`src/rtl/alu_pkg.sv`:
```
// Shared definitions for the ALU arbiter: operation codes, FSM states,
// flag bit positions and the codop-dependent flag masking rules.
package alu_pkg;

  localparam int ALU_WIDTH   = 16;
  localparam int ALU_CODOP_W = 4;

  typedef logic [ALU_CODOP_W-1:0] codop_t;

  localparam codop_t OP_ADD   = 4'd0;
  localparam codop_t OP_SUB   = 4'd1;
  localparam codop_t OP_GT    = 4'd2;
  localparam codop_t OP_AND   = 4'd3;
  localparam codop_t OP_OR    = 4'd4;
  localparam codop_t OP_XOR   = 4'd5;
  localparam codop_t OP_NOT   = 4'd6;
  localparam codop_t OP_SLL   = 4'd7;
  localparam codop_t OP_SRL   = 4'd8;
  localparam codop_t OP_INC   = 4'd9;
  localparam codop_t OP_DEC   = 4'd10;
  localparam codop_t OP_LT    = 4'd11;
  localparam codop_t OP_MOVZ  = 4'd12;
  localparam codop_t OP_MFH   = 4'd13;
  localparam codop_t OP_MFL   = 4'd14;
  localparam codop_t OP_UNDEF = 4'd15;

  // Response flag vector is {neg, zero, overflow}
  localparam int FLAG_OVF  = 0;
  localparam int FLAG_ZERO = 1;
  localparam int FLAG_NEG  = 2;
  localparam int FLAG_W    = 3;

  typedef enum logic [1:0] {
    ST_IDLE  = 2'd0,
    ST_ISSUE = 2'd1,
    ST_RESP  = 2'd2
  } state_e;

  // Sign and overflow are only meaningful for the arithmetic operations
  function automatic logic has_arith_flags(input codop_t op);
    return (op == OP_ADD) || (op == OP_SUB) || (op == OP_INC) || (op == OP_DEC);
  endfunction

  function automatic logic has_zero_flag(input codop_t op);
    return (op == OP_MOVZ);
  endfunction

endpackage

```
`src/rtl/rr_arbiter2.sv`:
```
// Two-way round-robin arbiter; on a tie the requester that did not win
// last time is granted. last_grant resets to B so that A wins the first tie.
module rr_arbiter2 (
  input  logic       clk,
  input  logic       rst,
  input  logic [1:0] req_i,
  input  logic       advance_i,
  output logic [1:0] grant_o
);

  logic last_grant_q;
  logic last_grant_d;

  always_comb begin
    grant_o      = 2'b00;
    last_grant_d = last_grant_q;
    case (req_i)
      2'b01:   grant_o = 2'b01;
      2'b10:   grant_o = 2'b10;
      2'b11:   grant_o = last_grant_q ? 2'b01 : 2'b10;
      default: grant_o = 2'b00;
    endcase
    if (advance_i && (grant_o != 2'b00)) begin
      last_grant_d = grant_o[1];
    end
  end

  always_ff @(posedge clk or posedge rst) begin
    if (rst) begin
      last_grant_q <= 1'b1;
    end else begin
      last_grant_q <= last_grant_d;
    end
  end

endmodule

```
`src/rtl/alu_arbiter.sv`:
```
// Shares one combinational ALU between requesters A and B: one operation in
// flight, round-robin grant, registered ALU drive and per-requester responses.
module alu_arbiter
  import alu_pkg::*;
#(
  parameter int WIDTH   = ALU_WIDTH,
  parameter int CODOP_W = ALU_CODOP_W
) (
  input  logic               clk,
  input  logic               rst,

  input  logic               a_req_valid,
  output logic               a_req_ready,
  input  logic [CODOP_W-1:0] a_req_codop,
  input  logic [WIDTH-1:0]   a_req_op1,
  input  logic [WIDTH-1:0]   a_req_op2,
  output logic               a_rsp_valid,
  input  logic               a_rsp_ready,
  output logic [WIDTH-1:0]   a_rsp_result,
  output logic [2:0]         a_rsp_flags,

  input  logic               b_req_valid,
  output logic               b_req_ready,
  input  logic [CODOP_W-1:0] b_req_codop,
  input  logic [WIDTH-1:0]   b_req_op1,
  input  logic [WIDTH-1:0]   b_req_op2,
  output logic               b_rsp_valid,
  input  logic               b_rsp_ready,
  output logic [WIDTH-1:0]   b_rsp_result,
  output logic [2:0]         b_rsp_flags,

  output logic [CODOP_W-1:0] alu_codop,
  output logic [WIDTH-1:0]   alu_op1,
  output logic [WIDTH-1:0]   alu_op2,
  input  logic [WIDTH-1:0]   alu_result,
  input  logic               alu_neg,
  input  logic               alu_zero,
  input  logic               alu_ovf
);

  state_e state_q, state_d;

  logic [CODOP_W-1:0] codop_q, codop_d;
  logic [WIDTH-1:0]   op1_q, op1_d;
  logic [WIDTH-1:0]   op2_q, op2_d;
  logic               owner_q, owner_d;

  // Index 0 belongs to requester A, index 1 to requester B
  logic [1:0]                   rsp_valid_q, rsp_valid_d;
  logic [1:0][WIDTH-1:0]        rsp_result_q, rsp_result_d;
  logic [1:0][FLAG_W-1:0]       rsp_flags_q, rsp_flags_d;

  logic [1:0]        arb_req;
  logic [1:0]        grant;
  logic              in_idle;
  logic [1:0]        rsp_ready;
  logic [WIDTH-1:0]  fixed_result;
  logic [FLAG_W-1:0] masked_flags;

  assign in_idle   = (state_q == ST_IDLE);
  assign arb_req   = in_idle ? {b_req_valid, a_req_valid} : 2'b00;
  assign rsp_ready = {b_rsp_ready, a_rsp_ready};

  rr_arbiter2 u_arb (
    .clk       (clk),
    .rst       (rst),
    .req_i     (arb_req),
    .advance_i (in_idle),
    .grant_o   (grant)
  );

  assign a_req_ready = grant[0];
  assign b_req_ready = grant[1];

  // Clean up ALU outputs whose value is undefined for the current operation
  always_comb begin
    fixed_result = alu_result;
    masked_flags = '0;
    if (has_arith_flags(codop_q)) begin
      masked_flags[FLAG_NEG] = alu_neg;
      masked_flags[FLAG_OVF] = alu_ovf;
    end
    if (has_zero_flag(codop_q)) begin
      masked_flags[FLAG_ZERO] = alu_zero;
    end
    if ((codop_q == OP_MOVZ) && (op1_q != '0)) begin
      fixed_result = '0;
    end
    if (codop_q == OP_UNDEF) begin
      fixed_result = '0;
      masked_flags = '0;
    end
  end

  always_comb begin
    state_d      = state_q;
    codop_d      = codop_q;
    op1_d        = op1_q;
    op2_d        = op2_q;
    owner_d      = owner_q;
    rsp_valid_d  = rsp_valid_q;
    rsp_result_d = rsp_result_q;
    rsp_flags_d  = rsp_flags_q;

    case (state_q)
      ST_IDLE: begin
        if (grant[1]) begin
          codop_d = b_req_codop;
          op1_d   = b_req_op1;
          op2_d   = b_req_op2;
          owner_d = 1'b1;
          state_d = ST_ISSUE;
        end else if (grant[0]) begin
          codop_d = a_req_codop;
          op1_d   = a_req_op1;
          op2_d   = a_req_op2;
          owner_d = 1'b0;
          state_d = ST_ISSUE;
        end
      end
      ST_ISSUE: begin
        rsp_result_d[owner_q] = fixed_result;
        rsp_flags_d[owner_q]  = masked_flags;
        rsp_valid_d[owner_q]  = 1'b1;
        state_d               = ST_RESP;
      end
      ST_RESP: begin
        if (rsp_ready[owner_q]) begin
          rsp_valid_d[owner_q] = 1'b0;
          state_d              = ST_IDLE;
        end
      end
      default: state_d = ST_IDLE;
    endcase
  end

  always_ff @(posedge clk or posedge rst) begin
    if (rst) begin
      state_q      <= ST_IDLE;
      codop_q      <= '0;
      op1_q        <= '0;
      op2_q        <= '0;
      owner_q      <= 1'b0;
      rsp_valid_q  <= '0;
      rsp_result_q <= '0;
      rsp_flags_q  <= '0;
    end else begin
      state_q      <= state_d;
      codop_q      <= codop_d;
      op1_q        <= op1_d;
      op2_q        <= op2_d;
      owner_q      <= owner_d;
      rsp_valid_q  <= rsp_valid_d;
      rsp_result_q <= rsp_result_d;
      rsp_flags_q  <= rsp_flags_d;
    end
  end

  assign alu_codop    = codop_q;
  assign alu_op1      = op1_q;
  assign alu_op2      = op2_q;

  assign a_rsp_valid  = rsp_valid_q[0];
  assign a_rsp_result = rsp_result_q[0];
  assign a_rsp_flags  = rsp_flags_q[0];
  assign b_rsp_valid  = rsp_valid_q[1];
  assign b_rsp_result = rsp_result_q[1];
  assign b_rsp_flags  = rsp_flags_q[1];

endmodule
```
`config.mk`:
```
export PLATFORM = sky130hd
export DESIGN_NAME = alu_arbiter
export DESIGN_NICKNAME = d
export VERILOG_FILES = /design/src/rtl/alu_pkg.sv /design/src/rtl/rr_arbiter2.sv /design/src/rtl/alu_arbiter.sv
export SDC_FILE = /design/constraint.sdc
export NUM_CORES = 1
export LEC_CHECK = 0
export CAP_MARGIN = 20
export CORE_MARGIN = 1.5
export CORE_UTILIZATION = 36
export DETAILED_ROUTE_END_ITERATION = 16
export PLACE_DENSITY = 0.72
export SYNTH_ARGS = -nofsm -noshare
export SYNTH_HDL_FRONTEND = slang
export SYNTH_HIERARCHICAL = 1
export SYNTH_SLANG_ARGS = --single-unit
```
`constraint.sdc`:
```
create_clock -name clk -period 2.34 [get_ports clk]
set_input_delay 0.234 -clock clk [delete_from_list [all_inputs] [get_ports clk]]
set_output_delay 0.234 -clock clk [all_outputs]
set_load 0.01 [all_outputs]
```
==> results of run 1 <==
worst max-delay path, stage by stage, from the launching register on:
cell and delay [ns]:
dfrtp_1 0.46, nor2_2 0.18, and2_1 0.21, a21boi_4 0.25
clkdlybuf4s50_1 0.57
cells in the mapped netlist, types with 2 or more instances:
master and number:
and2_1 2, nor2b_1 2, a22o_1 32, buf_6 2, nor4_2 3, a21oi_1 42, buf_2 12, inv_1 4
clkbuf_1 4, o31ai_4 2, o21ai_1 8, nand2_1 13, mux2i_1 36, o21ai_0 2, dfrtp_1 79, nor2_1 37
stage by stage:
step / utilization (%) / total power [uW]
after floorplan: - / 4210
after global placement: 57.9 / 5940
after detailed placement: 57.9 / 6020
after CTS: 60.2 / 7150
after global routing: 60.4 / 7610
final: 60.4 / 7090
area by class of cell:
type                    instances  area (sq um)  area share (%)
multi-input cells             197          1360            24.3
flip-flops and latches         80          2000            35.7
repair buffers                184          1850            33.1
inverters                       4          16.3           0.290
clock buffers                   9           124            2.21
well taps                     129           161            2.88
clock inverters                 6          85.1            1.52
power breakdown:
group / switching [uW] / total [uW] / internal, uW / leakage (uW)
clock: 491 / 1080 / 591 / 0.000101
sequential: 474 / 2510 / 2030 / 0.000958
combinational: 1560 / 3500 / 1950 / 0.00123
layer usage:
metal / GRT usage (%) / vias to the layer above / routed length, um
met1: 22.5 / 1422 / 4030
li1: - / 1430 / -
met3: 5.76 / 11 / 695
met4: 5.77 / 0 / 97
met5: 0 / - / 0
met2: 33.8 / 114 / 4680
logic make-up after synthesis:
logic type | Yosys count | share of synthesized area [%]
AOI/OAI and AO/OA | 92 | 18.2
DFF | 80 | 57.9
and+or+nand+nor | 67 | 9.77
muxes | 36 | 10.4
buffers and inverters | 22 | 3.25
xor gates and xnor gates | 2 | 0.506
state kept, by name (all words and copies together), names as in the netlist, named ones only:
signal              flops
b_rsp_flags             3
alu_op1                16
alu_codop               4
alu_op2                16
owner_q                 1
state_q                 2
a_rsp_result           16
a_rsp_flags             3
b_rsp_result           16
u_arb/last_grant_q      1
cell usage in the layout, fill, tap and decap left out, drive strengths merged:
master and instances:
dfstp 1, a22o 32, nor4 3, nor2b 2
nand2 15, dfrtp 79, and2 2, mux2i 36
a21o 1, o21a 1, nand4 2, inv 3
a31o 1, clkinv 3, or4b 1, and2b 1
o31ai 2, xor2 1, clkbuf 9, a21oi 42
a21boi 2, nor2 37, clkdlybuf4s50 174, nor3b 1
clkinvlp 2, bufinv 2, a31oi 1, o21ai 10
xnor2 1, buf 10, or4 1, nand2b 1
and3b 1
repair_timing:
item                       CTS  global route
setup buffers                0             2
gates resized for setup      1             2
setup endpoints to repair    1             2
final timing paths:
check,startpoint,to,slack (ns),cells past startpoint
worst max-delay path,state_q[1],b_req_ready,0.09,4
worst min-delay path,rst,alu_op1[8],0.26,2
worst max register to register,state_q[1],alu_op2[11],0.36,7
worst min register to register,b_rsp_flags[2],b_rsp_flags[2],0.49,2
max in group asynchronous,rst,state_q[0],1.50,3
min in group clk,alu_ovf,b_rsp_flags[0],0.47,3
==> results_dict.tcl, run 1 <==
set metrics [dict create \
    async_reset_ff_share_pct 100 \
    pwr_density_cell_mw_per_mm2 1260 \
    synth.top_cell.area_share_pct 57.1 \
    layout.cells.non_filler 609 \
    fin_crit_sh_pct 96.0 \
    core_sq_mm 0.00928 \
    drc 0 \
    vdd_ir_drop_max_v 0.000513 \
    max_cap_viol_count 0 \
    grt_max_degree 74 \
    fill_cells 818 \
    die_w_um 101 \
    path_class "reg -> out" \
    p_leak_uw 0.00229 \
    synth_ff_type "dfrtp_1" \
    tightest_slew_ns 0.485 \
    syn_area_sq_mm 0.00346 \
    synth.distinct_cells 35 \
    clk_pin_slew_ns 0.08 \
    hold-worst-slack_ns 0.264 \
    crit_fanout 7 \
    hold_viol 0 \
    grt_pass1_vias 3074 \
    place_area_sq_mm 0.00538 \
    avgSynthCellArea_sq_um 11.6 \
    grt.total_usage_pct 19.2 \
    netlist_instances 299 \
    postCtsHoldBufs 0 \
    status "complete, no violations" \
    drt_wl_total_um 9500 \
    syn2layout_area_growth_pct 62.1 \
    cp-start-kind "flip-flop" \
    grt_pass1_wl_um 15300 \
    globalplace.congestion 0.751 \
    cts_root_buffer "clkbuf_8" \
    cts_buffers 9 \
    endpoint_kind "primary output" \
    seq_area_frac_synth_pct 57.9 \
    rsz0062_at_grt "false" \
    fin_nets 573 \
    io_pins 175 \
    fin_skew_ns 0.00720 \
    drtPass1Iterations 4 \
    antenna_found_initial 0 \
    initial_core_util_pct 37.3 \
    chipHeight_um 101 \
    hp-class "in -> async" \
    synth_area_leaders "dfrtp_1 (57%), mux2i_1 (10%), a22o_1 (8.1%), a21oi_1 (6.1%), nor2_1 (4.0%)" \
    synth_edf_count 0 \
    place_inst 592 \
    cts_max_level 3 \
    worstSkewPairLatency_ns 0.34 \
    yosys_warnings 6 \
    stdcell_area_sq_mm 0.00561 \
    hpwl_um 6870 \
    fin_crit_ns 2.25 \
    dr_total_vias 2977 \
    slew_viol_final 0 \
    num_antenna_cells 0 \
    cts_tree "yes" \
    setup_ws_ns 0.0941 \
    overflow 0 \
    vias_per_cell 4.89 \
    ant_nets 0 \
    syn_nets 396 \
    worstPathArrival_ns 2.01 \
    drive_above_1_share_pct 8.75 \
    maxSlewHeadroom_pct 67.6 \
    fmax_mhz 445 \
    cts_sinks 80 \
    yosysTopAreaCell "dfrtp_1" \
    ys_seq_elements 80 \
    rows 35 \
    setup-violations-final 0 \
    wl_per_cell_um 15.6 \
    clockBufferDepth 2 \
    pre_cts_ws_ns 0.320 \
    drt-initial-drc-count 72 \
    fp.dieArea_sq_mm 0.0102 \
    worstPathRequired_ns 2.11 \
    fin_tns_setup_ns 0 \
    io_buffers 174 \
]
Power figures use the tool's default switching activity.
==> run 2, diff against run 1 <==
--- a/config.mk
+++ b/config.mk
@@ -10,6 +10,7 @@
 export CORE_UTILIZATION = 36
 export DETAILED_ROUTE_END_ITERATION = 16
 export PLACE_DENSITY = 0.72
+export SLEW_MARGIN = 20
 export SYNTH_ARGS = -nofsm -noshare
 export SYNTH_HDL_FRONTEND = slang
 export SYNTH_HIERARCHICAL = 1
==> results of run 2 <==
No change in the layout: final DEF, timing and power equal those of run 1.
==> run 3, diff against run 2 <==
--- a/config.mk
+++ b/config.mk
@@ -9,7 +9,7 @@
 export CORE_MARGIN = 1.5
 export CORE_UTILIZATION = 36
 export DETAILED_ROUTE_END_ITERATION = 16
-export PLACE_DENSITY = 0.72
+export PLACE_DENSITY = 0.76
 export SLEW_MARGIN = 20
 export SYNTH_ARGS = -nofsm -noshare
 export SYNTH_HDL_FRONTEND = slang
==> results_dict.tcl, run 3 (synthesis results as in run 1) <==
set metrics [dict create \
    postCtsHoldBufs 0 \
    power_uw 7240 \
    fin_crit_ns 2.26 \
    hold_viol 0 \
    timing.rr.start "state_q[0]" \
    core_sq_mm 0.00928 \
    grt_max_degree 74 \
    power_frac_comb_pct 48.3 \
    fmax_mhz 443 \
    tightest_slew_ns 0.656 \
    pwr_density_cell_mw_per_mm2 1280 \
    fin_tns_setup_ns 0 \
    drtPass1Iterations 4 \
    drt_wl_total_um 9270 \
    switchingPower_uw 2530 \
    p_leak_uw 0.00231 \
    slew_viol_final 0 \
    chipHeight_um 101 \
    p_int_uw 4710 \
    hp-class "in -> async" \
    ant_nets 0 \
    worstPathArrival_ns 2.02 \
    cts_root_buffer "clkbuf_8" \
    drc 0 \
    grt_pass1_vias 2933 \
    max_cap_viol_count 0 \
    endpoint_kind "primary output" \
    hpwl_um 6850 \
    fin_skew_ns 0.0118 \
    fp.dieArea_sq_mm 0.0102 \
    worstSkewPairLatency_ns 0.34 \
    cts_buffers 9 \
    final_cell_mix "clkdlybuf4s50_1 (174), dfrtp_1 (79), a21oi_1 (42), mux2i_1 (36), nor2_1 (36)" \
    grt_pass1_wl_um 14300 \
    cts_max_level 3 \
    dr_total_vias 2955 \
    vias_per_cell 4.86 \
    maxSlewHeadroom_pct 56.2 \
    cts_tree "yes" \
    worstPathRequired_ns 2.11 \
    p_clk_share_pct 17.3 \
    wl_per_cell_um 15.2 \
    num_antenna_cells 0 \
    crit_fanout 9 \
    clockBufferDepth 2 \
    ff2ff_path_depth 8 \
    regToRegSetupSlack_ns 0.34 \
    setup-violations-final 0 \
    status "complete, no violations" \
    clk_pin_slew_ns 0.08 \
    fin_nets 571 \
    globalplace.congestion 0.844 \
    rows 35 \
    cts_sinks 80 \
    syn2layout_area_growth_pct 62.9 \
    path_class "reg -> out" \
    fin_crit_sh_pct 96.4 \
    cp-start-kind "flip-flop" \
    die_w_um 101 \
    overflow 0 \
    initial_core_util_pct 37.3 \
    io_pins 175 \
    layout_commonest_cell "clkdlybuf4s50_1" \
    drive_above_1_share_pct 8.35 \
    switching_share_pct 34.9 \
    setup_ws_ns 0.0838 \
    pre_cts_ws_ns 0.341 \
    sequentialPowerShare_pct 34.5 \
    grt.total_usage_pct 18.0 \
    vdd_ir_drop_max_v 0.000574 \
    reg2reg_to "alu_op2[7]" \
    io_buffers 174 \
    antenna_found_initial 0 \
    drt-initial-drc-count 88 \
]
run 3: final cells by class:
class / instances / area, sq um
sequential: 80 / 2000
multi-input combinational: 197 / 1360
tap: 129 / 161
clock buffer: 10 / 138
timing repair buffer: 182 / 1840
fill: 797 / 3650
inverter: 4 / 16.3
clock inverter: 6 / 115
run 3: layer usage:
metal | global-route usage (%) | part of all wire (%) | vias up
met3 | 5.20 | 7.6 | 11
met2 | 29.9 | 47 | 122
met1 | 22.6 | 44 | 1401
met5 | 0 | 0 | -
met4 | 6.09 | 1.2 | 0
li1 | - | - | 1421
run 3: stage by stage:
step,util [%],hold slack [ns],instance area (sq um),cells
global route,60.7,0.236,5640,608
floorplan,-,0.124,3460,299
CTS,60.6,0.219,5630,607
finish,60.7,0.235,5640,608
detailed placement,57.8,0.477,5370,591
global placement,57.8,0.470,5370,591
run 3: critical path, cell delays in order (launching register included):
cell and delay [ns]:
dfrtp_1 0.47, nor2_2 0.17, and2_1 0.24, a21boi_2 0.24, clkdlybuf4s50_1 0.56
run 3: how the worst max path moves through the flow:
stage	start	end	slack, ns	cells past startpoint
floorplan	state_q[0]	alu_codop[0]	0.05	7
global placement	a_req_valid	a_req_ready	0.40	4
detailed placement	a_req_valid	a_req_ready	0.34	4
CTS	state_q[0]	b_req_ready	0.02	4
global route	state_q[0]	a_req_ready	-0.02	4
finish	state_q[0]	a_req_ready	0.08	4
run 3: power groups by stage:
stage                     Sequential, uW  Combinational (uW)  Clock (uW)
after floorplan                     2740                1470           0
after global placement              2500                3420           0
after detailed placement            2520                3490           0
after CTS                           2500                3520        1280
after global routing                2580                3790        1340
final                               2500                3490        1250
run 3: timing repair:
item | 4_1_cts | 5_1_grt
setup endpoints to repair | 1 | 2
buffers inserted | 0 | 1
endpoints found under the hold margin | 0 | 0
gates resized for setup | 1 | 1
cloned | 0 | 0
pin swaps | 0 | 0
